### config.mk
export PLATFORM = sky130hd
export DESIGN_NAME = crc_check
export DESIGN_NICKNAME = d
export VERILOG_FILES = /design/src/rtl/can_pkg.sv /design/src/rtl/crc15_lfsr.sv /design/src/rtl/crc_check.sv
export SDC_FILE = /design/constraint.sdc
export NUM_CORES = 1
export LEC_CHECK = 0
export CELL_PAD_IN_SITES_DETAIL_PLACEMENT = 0
export CELL_PAD_IN_SITES_GLOBAL_PLACEMENT = 1
export CORE_MARGIN = 4
export CORE_UTILIZATION = 39
export CTS_CLUSTER_DIAMETER = 50
export DETAILED_ROUTE_END_ITERATION = 6
export GPL_TIMING_DRIVEN = 0
export PLACE_DENSITY_LB_ADDON = 0.15
export SLEW_MARGIN = 20
export SYNTH_ARGS = -nofsm -noshare
export SYNTH_HDL_FRONTEND = slang
export SYNTH_SLANG_ARGS = --single-unit
### constraint.sdc
create_clock -name clk -period 1.82 [get_ports clk]
set_clock_uncertainty 0.05 [all_clocks]
set_input_delay 0.273 -clock clk [delete_from_list [all_inputs] [get_ports clk]]
set_output_delay 0.273 -clock clk [all_outputs]
set_load 0.005 [all_outputs]
### src/rtl/can_pkg.sv
// Shared CAN CRC-15 constants, check-FSM state type and the single-bit LFSR step
// used by both the transmit generator and the receive checker.
package can_pkg;

  localparam int unsigned CAN_CRC_W     = 15;
  localparam int unsigned CAN_BIT_CNT_W = 4;
  localparam int unsigned CAN_ERR_CNT_W = 8;

  localparam logic [CAN_CRC_W-1:0] CAN_CRC_POLY = 15'h4599;
  localparam logic [CAN_CRC_W-1:0] CAN_CRC_INIT = 15'h0000;

  typedef enum logic [1:0] {
    IDLE  = 2'd0,
    CALC  = 2'd1,
    RECV  = 2'd2,
    DELIM = 2'd3
  } crc_chk_state_e;

  typedef struct packed {
    logic crc_ok;
    logic crc_err;
    logic form_err;
  } crc_result_t;

  // One CRC-15 shift: feedback is the incoming bit xor the current MSB.
  function automatic logic [CAN_CRC_W-1:0] crc15_step(input logic [CAN_CRC_W-1:0] crc,
                                                      input logic                 bit_in);
    logic w_fb;
    w_fb = bit_in ^ crc[CAN_CRC_W-1];
    return {crc[CAN_CRC_W-2:0], 1'b0} ^ (w_fb ? CAN_CRC_POLY : '0);
  endfunction

endpackage

### src/rtl/crc15_lfsr.sv
// CAN CRC-15 LFSR shared by TX and RX: optional reload to INIT, then step with
// the bit on the same cycle when enabled.
module crc15_lfsr
  import can_pkg::*;
#(
  parameter logic [CAN_CRC_W-1:0] INIT = CAN_CRC_INIT
) (
  input  logic                 clk,
  input  logic                 rst_n,
  input  logic                 i_en,
  input  logic                 i_load,
  input  logic                 i_din,
  output logic [CAN_CRC_W-1:0] o_crc
);

  logic [CAN_CRC_W-1:0] r_crc;
  logic [CAN_CRC_W-1:0] w_base;

  assign w_base = i_load ? INIT : r_crc;

  always_ff @(posedge clk or negedge rst_n) begin
    if (!rst_n) begin
      r_crc <= INIT;
    end else if (i_en) begin
      r_crc <= crc15_step(w_base, i_din);
    end else if (i_load) begin
      r_crc <= INIT;
    end
  end

  assign o_crc = r_crc;

endmodule

### src/rtl/crc_check.sv
// CAN 2.0 receive CRC checker: CRC over SOF..data, capture of the 15-bit CRC
// sequence, delimiter check. Define CRC_CHECK_ERR_CNT_EN to add err_cnt.
module crc_check
  import can_pkg::*;
(
  input  logic                     clk,
  input  logic                     rst_n,
  input  logic                     din,
  input  logic                     din_vld,
  input  logic                     sof,
  input  logic                     crc_start,
  input  logic                     abort,
  output logic                     busy,
  output logic                     done,
  output logic                     crc_ok,
  output logic                     crc_err,
  output logic                     form_err,
  output logic [CAN_CRC_W-1:0]     calc_crc,
  output logic [CAN_CRC_W-1:0]     rx_crc
`ifdef CRC_CHECK_ERR_CNT_EN
  ,
  output logic [CAN_ERR_CNT_W-1:0] err_cnt
`endif
);

  localparam int unsigned CRC_W   = CAN_CRC_W;
  localparam int unsigned BCNT_W  = CAN_BIT_CNT_W;
  localparam logic [BCNT_W-1:0] CRC_LAST = BCNT_W'(CRC_W);

  crc_chk_state_e      r_state;
  crc_chk_state_e      w_state_nxt;
  logic [BCNT_W-1:0]   r_bit_cnt;
  logic [BCNT_W-1:0]   w_bit_cnt_nxt;
  logic                w_lfsr_en;
  logic                w_lfsr_load;
  logic                w_rx_shift;
  logic                w_check;
  logic                w_crc_mismatch;
  logic [CRC_W-1:0]    w_calc_crc;
  logic [CRC_W-1:0]    r_rx_crc;
  crc_result_t         r_result;
  logic                r_done;
  logic                r_busy;

  crc15_lfsr #(
    .INIT (CAN_CRC_INIT)
  ) u_lfsr (
    .clk    (clk),
    .rst_n  (rst_n),
    .i_en   (w_lfsr_en),
    .i_load (w_lfsr_load),
    .i_din  (din),
    .o_crc  (w_calc_crc)
  );

  assign w_crc_mismatch = (w_calc_crc != r_rx_crc);

  always_ff @(posedge clk or negedge rst_n) begin
    if (!rst_n) begin
      r_state   <= IDLE;
      r_bit_cnt <= '0;
    end else begin
      r_state   <= w_state_nxt;
      r_bit_cnt <= w_bit_cnt_nxt;
    end
  end

  // Abort dominates everything; an SOF-qualified bit restarts from any state.
  always_comb begin
    w_state_nxt   = r_state;
    w_bit_cnt_nxt = r_bit_cnt;
    w_lfsr_en     = 1'b0;
    w_lfsr_load   = 1'b0;
    w_rx_shift    = 1'b0;
    w_check       = 1'b0;
    if (abort) begin
      w_state_nxt = IDLE;
    end else if (din_vld && sof) begin
      w_lfsr_load = 1'b1;
      w_lfsr_en   = 1'b1;
      w_state_nxt = CALC;
    end else if (din_vld) begin
      case (r_state)
        CALC: begin
          if (crc_start) begin
            w_rx_shift    = 1'b1;
            w_bit_cnt_nxt = BCNT_W'(1);
            w_state_nxt   = RECV;
          end else begin
            w_lfsr_en = 1'b1;
          end
        end
        RECV: begin
          w_rx_shift    = 1'b1;
          w_bit_cnt_nxt = r_bit_cnt + BCNT_W'(1);
          if (w_bit_cnt_nxt == CRC_LAST) begin
            w_state_nxt = DELIM;
          end
        end
        DELIM: begin
          w_check     = 1'b1;
          w_state_nxt = IDLE;
        end
        default: begin
        end
      endcase
    end
  end

  // Received CRC, verdict flags and the done/busy handshake.
  always_ff @(posedge clk or negedge rst_n) begin
    if (!rst_n) begin
      r_rx_crc <= '0;
      r_result <= '0;
      r_done   <= 1'b0;
      r_busy   <= 1'b0;
    end else begin
      r_done <= w_check;
      r_busy <= (w_state_nxt != IDLE);
      if (w_lfsr_load) begin
        r_rx_crc <= '0;
      end else if (w_rx_shift) begin
        r_rx_crc <= {r_rx_crc[CRC_W-2:0], din};
      end
      if (w_lfsr_load) begin
        r_result <= '0;
      end else if (w_check) begin
        r_result.crc_err  <= w_crc_mismatch;
        r_result.form_err <= ~din;
        r_result.crc_ok   <= ~w_crc_mismatch & din;
      end
    end
  end

`ifdef CRC_CHECK_ERR_CNT_EN
  logic [CAN_ERR_CNT_W-1:0] r_err_cnt;

  // Saturating count of failed checks; only reset clears it.
  always_ff @(posedge clk or negedge rst_n) begin
    if (!rst_n) begin
      r_err_cnt <= '0;
    end else if (w_check && (w_crc_mismatch || !din) && (r_err_cnt != '1)) begin
      r_err_cnt <= r_err_cnt + CAN_ERR_CNT_W'(1);
    end
  end

  assign err_cnt = r_err_cnt;
`endif

  assign busy     = r_busy;
  assign done     = r_done;
  assign crc_ok   = r_result.crc_ok;
  assign crc_err  = r_result.crc_err;
  assign form_err = r_result.form_err;
  assign calc_crc = w_calc_crc;
  assign rx_crc   = r_rx_crc;

endmodule

==> flow_summary.toml, run 1 <==
[pwr]
p_leak_nw = 1.28
irDropWorstVdd_mv = 0.319
swShare_pct = 26.9
p_switching_uw = 547
internal-power_mw = 1.49
comb_power_share_pct = 16.5
power_density_mw_per_mm2 = 707
pwr-share-seq_pct = 50.8
clockPowerShare_pct = 32.7

[yosys]
yosys_warnings = 0
ys_ff_latch = 41
synth_edf_count = 0
syn-instance-count = 234
yosys.area.top_type = "dfrtp_1"
synth_top_area_share_pct = 47.0
ys.flop_type = "dfrtp_1"
yosysSeqAreaShare_pct = 47.0
syn_avg_cell_area_um2 = 9.33
synth.top_cells.by_area = "dfrtp_1 47%, nand2_1 8.6%, xor2_1 6.8%"
yosysUniqueCellTypes = 42
syn-cell-area_mm2 = 0.00218
synth-async-reset-ratio_pct = 100
synth_nets = 248

[sta]
max_freq_mhz = 582
slew_violations = 0
worst_slew_pin_slew_ns = 0.499
hold_violations = 0
finalSetupViolCount = 0
rsz0062_at_grt = "no"
min_period_over_period_pct = 94.4
slew_headroom_pct = 66.7
hold_ws_ns = 0.332
finalCriticalPeriod_ns = 1.72

[setup_path]
slowest_stage = "dfrtp_2"
required_ns = 1.95
crit_end = "busy$_DFF_PN0_"
startpoint_type = "flop"
critPathTopFamily = "compound AO/OA/AOI/OAI gates"
ff2ff_path_depth = 6
worstPathCellList = "inv_4, ha_1, nand2b_1, o22a_1, o21a_1, a311o_1"
end_kind = "flop"
crit_start = "r_state[0]$_DFF_PN0_"
worst-path-buf-inv = 1
critPathKind = "flop to flop"
critPathMaxStageDelay_ns = 0.45
reg2reg_to = "busy$_DFF_PN0_"
rr_startpoint = "r_state[0]$_DFF_PN0_"
worstPathMaxFanout = 4
critical_path_arrival_ns = 1.85
cp.depth = 6
reg2reg_slack_ns = 0.10

[global_routing]
grt_pass1_wl_um = 9320
gr-usage-all-layers_pct = 16.7
grt_max_degree = 31
antenna_found_initial = 0
grt_pass1_vias = 1814
overflow = 0

[cts]
clkTransAtPathRegs_ns = 0.08
clock_path_buffers = 2
clk_latency_ns = 0.29
htreeDepth = 2
cts_buffers = 5
cts_root_buf = "clkbuf_8"
cts.sink_count = 41
cts_tree = "yes"

[run]
maxCapViolCount = 0

[die]
die_y_um = 82.8
fp.coreArea_mm2 = 0.00527
dieArea_mm2 = 0.00686
num_io_pins = 42
start_util_pct = 41.4
die_w_um = 82.8
rows = 26

[place]
dpl.hpwl_um = 3980
portBuffers = 40
globalplace.congestion = 0.809
post_dp_cell_area_mm2 = 0.00269

[cells_and_area]
final_cell_mix = "50 x nand2_1, 39 x dfrtp_1, 38 x clkdlybuf4s50_1"
layout_commonest_cell = "nand2_1"
nets = 301
design_area_mm2 = 0.00288
insertedDiodeCount = 0
drive_gt1_share_pct = 13.5
syn2layout_area_growth_pct = 31.9

[detailed_routing]
ant_nets = 0
drtIter0Drc = 131
routed-via-count = 1853
post_drt_wl_per_cell_um = 15.6
wirelength_um = 5570
drtPass1Iterations = 4
drc = 0
routed_via_density = 5.18

[hold_path]
hold_class = "input pin to flop"

[run_status]
status = "completed"
-- metal layers --
layer | global-route usage (%) | wire [um] | up-vias
li1 | - | - | 907
met1 | 24.0 | 2720 | 901
met3 | 4.36 | 278 | 2
met5 | 0 | 0 | -
met4 | 4.16 | 32 | 0
met2 | 24.9 | 2530 | 43
-- tightest hold or removal path, delay by kind of cell --
kind	cells	cell delay [ns]
and+or+nand+nor	1	0.14
buffers and inverters	2	0.22
-- registers in the layout (all words and copies together) (netlist names) --
name	cells
rx_crc	15
u_lfsr.o_crc	15
r_bit_cnt	4
r_state	2
busy	1
crc_err	1
crc_ok	1
done	1
form_err	1
-- cell families (layout without fill, tap and decap cells) --
| logic type | Yosys count | in the layout | synth area share, % |
|---|---|---|---|
| XOR/XNOR | 22 | 22 | 8.82 |
| multiplexers | 3 | 3 | 1.49 |
| adder cells (fa/ha/maj) | 7 | 7 | 4.01 |
| AO/OA/AOI/OAI | 59 | 59 | 15.6 |
| AND/OR/NAND/NOR | 84 | 84 | 19.3 |
| buffers and inverters | 18 | 72 | 3.78 |
| flip-flops | 41 | 41 | 47.0 |
-- through the flow --
stage / power [mW] / util, % / setup TNS, ns / std cells / setup slack, ns
after global routing: 2.13 / 54.6 / 0 / 358 / 0.0130
after floorplan: 1.20 / - / 0 / 234 / 0.202
after global placement: 1.37 / 50.7 / -37.67 / 344 / -0.769
after CTS: 2.05 / 53.5 / 0 / 356 / 0.00407
final: 2.03 / 54.6 / 0 / 358 / 0.103
after detailed placement: 1.38 / 51.0 / -5.60 / 345 / -0.247
-- cell type report --
class	instances	area, um2
timing repair buffer	46	455
buffer	13	72.6
fill	515	2390
multi-input combinational	175	1110
inverter	5	21.3
tap	70	87.6
sequential	41	1030
clock inverter	1	5.00
clock buffer	7	96.3
-- what timing repair did --
action	4_1_cts	5_1_grt
buffers inserted	2	1
hold buffers	1	0
gates resized for setup	2	18
hold endpoints to repair	11	0
pin swaps	1	1
endpoints found under the setup margin	13	30
cloned	0	1
-- cell usage after synthesis, types with 2 or more instances --
| master | count |
|---|---|
| clkbuf_1 | 5 |
| buf_4 | 2 |
| buf_2 | 5 |
| xnor2_1 | 5 |
| nor2_1 | 11 |
| nor4_1 | 4 |
| dfrtp_1 | 41 |
| nor2b_1 | 2 |
| inv_1 | 5 |
| nand2b_1 | 3 |
| o21ai_1 | 3 |
| o21ai_0 | 19 |
| a21oi_1 | 21 |
| o22a_1 | 2 |
| ha_1 | 7 |
| o22ai_1 | 5 |
| mux2_2 | 2 |
| xor2_1 | 17 |
| nand2_1 | 50 |
| nand3_1 | 3 |
-- worst min-delay path by stage --
stage	from	to	depth (start not counted)
floorplan	rst_n	busy$_DFF_PN0_	0
finish	din_vld	done$_DFF_PN0_	3
global placement	form_err$_DFFE_PN0P_	form_err$_DFFE_PN0P_	2
detailed placement	rst_n	done$_DFF_PN0_	1
CTS	rst_n	r_state[0]$_DFF_PN0_	2
global route	din_vld	done$_DFF_PN0_	3
-- power groups by stage --
stage / Clock [mW] / Sequential, mW / Combinational, mW
finish: 0.665 / 1.03 / 0.336
global route: 0.709 / 1.04 / 0.377
CTS: 0.683 / 1.03 / 0.332
detailed placement: 0 / 1.05 / 0.328
global placement: 0 / 1.05 / 0.322
floorplan: 0 / 1.03 / 0.172
(Power assumes the default switching activity.)
==> run 2, diff against run 1 <==
--- a/config.mk
+++ b/config.mk
@@ -7,11 +7,13 @@
 export LEC_CHECK = 0
 export CELL_PAD_IN_SITES_DETAIL_PLACEMENT = 0
 export CELL_PAD_IN_SITES_GLOBAL_PLACEMENT = 1
+export CORE_ASPECT_RATIO = 0.9
 export CORE_MARGIN = 4
 export CORE_UTILIZATION = 39
 export CTS_CLUSTER_DIAMETER = 50
 export DETAILED_ROUTE_END_ITERATION = 6
 export GPL_TIMING_DRIVEN = 0
+export HOLD_SLACK_MARGIN = 0.05
 export PLACE_DENSITY_LB_ADDON = 0.15
 export SLEW_MARGIN = 20
 export SYNTH_ARGS = -nofsm -noshare
==> run 2 against run 1 <==
  * Largest cell class unchanged
  * Setup slack worse by 0.033 ns
  * Largest power group unchanged
  * Total power increased by 4.4%
  * Die area hardly changed
  * Global-route usage up 0.37 points
  * Utilization decreased by 0.71 points
  * Sequential cell count unchanged
  * Sequential share of layout area shrank 0.15 points
==> flow_summary.toml, run 2 (synthesized netlist as in run 1, its figures left out) <==
[die]
start_util_pct = 40.8
fp.coreArea_mm2 = 0.00535
num_io_pins = 42
rows = 25
die_w_um = 86.9
dieArea_mm2 = 0.00686
die_y_um = 79.0

[cells_and_area]
final_cell_mix = "50 x nand2_1, 41 x dfrtp_1, 38 x clkdlybuf4s50_1"
drive_gt1_share_pct = 12.2
fill_cells = 507
design_area_mm2 = 0.00288
insertedDiodeCount = 0
layout_commonest_cell = "nand2_1"
syn2layout_area_growth_pct = 32.1
nets = 300

[sta]
min_period_over_period_pct = 96.2
rsz0062_at_grt = "yes"
hold_ws_ns = 0.347
finalCriticalPeriod_ns = 1.75
worst_slew_pin_slew_ns = 0.507
layout_setup_ws_ns = 0.0692
slew_violations = 0
slew_headroom_pct = 66.2
finalSetupViolCount = 0
hold_violations = 0
max_freq_mhz = 571

[pwr]
p_total_mw = 2.12
irDropWorstVdd_mv = 0.368
pwr-share-seq_pct = 48.4
swShare_pct = 25.1
p_switching_uw = 532
comb_power_share_pct = 16.1
power_density_mw_per_mm2 = 737
clockPowerShare_pct = 35.4
p_leak_nw = 1.28
internal-power_mw = 1.59

[setup_path]
critPathKind = "flop to flop"
worstPathMaxFanout = 4
slowest_stage = "dfrtp_1"
startpoint_type = "flop"
end_kind = "flop"
critical_path_arrival_ns = 1.88
worstPathCellList = "inv_1, ha_1, nand2b_1, o22a_1, o21a_1, a311o_1"
critPathMaxStageDelay_ns = 0.39
required_ns = 1.94

[detailed_routing]
drtPass1Iterations = 5
ant_nets = 0
wl_met2_um = 2370
drc = 0
post_drt_wl_per_cell_um = 15.4
met1_length_um = 2770
routed_via_density = 5.23
drtIter0Drc = 97
routed-via-count = 1853
route.met3.wl_um = 283
wirelength_um = 5470
routed.top_layer = "met4"

[run]
maxCapViolCount = 0

[global_routing]
grt_pass1_wl_um = 9200
gr-usage-all-layers_pct = 17.0
grt_max_degree = 27
overflow = 0
grt_pass1_vias = 1799
antenna_found_initial = 0

[cts]
cts_root_buf = "clkbuf_8"
cts.sink_count = 41
cts_buffers = 5
clk_latency_ns = 0.29
htreeDepth = 2
cts_tree = "yes"
clkTransAtPathRegs_ns = 0.07
clock_path_buffers = 2

[place]
globalplace.congestion = 0.832
post_dp_cell_area_mm2 = 0.00268
pre_cts_ws_ns = -0.238
portBuffers = 40
dpl.hpwl_um = 4040

[run_status]
status = "completed"

[hold_path]
hold_class = "input pin to flop"
## run 2: area by class of cell
cell class / count / area (um2) / share of cell area (%)
Multi-Input combinational cell: 175 / 1120 / 38.7
Sequential cell: 41 / 1030 / 35.6
Timing Repair Buffer: 45 / 450 / 15.6
Clock buffer: 7 / 86.3 / 2.99
Tap cell: 67 / 83.8 / 2.91
Buffer: 13 / 71.3 / 2.47
Clock inverter: 1 / 30.0 / 1.04
Inverter: 5 / 18.8 / 0.651
## run 2: per-stage QoR
stage / cells / TNS [ns] / utilization (%)
finish: 354 / 0 / 53.9
floorplan: 234 / 0 / -
detailed placement: 342 / -6.03 / 50.2
CTS: 351 / 0 / 52.7
global route: 354 / -0.365 / 53.9
global placement: 341 / -36.01 / 49.9
## run 2: per-layer routing
metal | vias to the layer above | track usage, %
met5 | - | 0
met4 | 0 | 4.67
met3 | 5 | 3.22
met2 | 53 | 23.4
met1 | 892 | 26.8
li1 | 903 | -
## run 2: final timing paths
kind | start | end | slack (ns) | cells after the start
min in group asynchronous | rst_n | u_lfsr.o_crc[9]$_DFF_PN0_ | 0.39 | 2
min | din_vld | done$_DFF_PN0_ | 0.35 | 3
min reg2reg | crc_ok$_DFFE_PN0P_ | crc_ok$_DFFE_PN0P_ | 0.47 | 2
max reg2reg | r_state[1]$_DFF_PN0_ | busy$_DFF_PN0_ | 0.07 | 6
max | r_state[1]$_DFF_PN0_ | busy$_DFF_PN0_ | 0.07 | 6
max in group asynchronous | rst_n | rx_crc[12]$_DFFE_PN0P_ | 0.87 | 3
## run 2: power by group through the flow
| stage | sequential (mW) | clock [mW] | combinational, mW |
|---|---|---|---|
| 3_5_place_dp | 1.05 | 0 | 0.328 |
| 5_1_grt | 1.04 | 0.804 | 0.381 |
| 4_1_cts | 1.03 | 0.777 | 0.334 |
| 2_1_floorplan | 1.03 | 0 | 0.172 |
| 3_3_place_gp | 1.05 | 0 | 0.322 |
| 6_report | 1.03 | 0.753 | 0.342 |
## run 2: timing repair
action                                  in CTS  in global routing
endpoints found under the hold margin       15                  0
hold buffers                                 1                  0
buffers inserted                             0                  3
endpoints found under the setup margin      14                 30
resized for setup                            3                 11
## run 2: critical path: cells and delay by family, from the launching register on
kind	cells	cell delay, ns
compound gates	3	0.68
buf+inv	1	0.11
flops	1	0.39
simple gates	1	0.19
fa+ha+maj	1	0.22
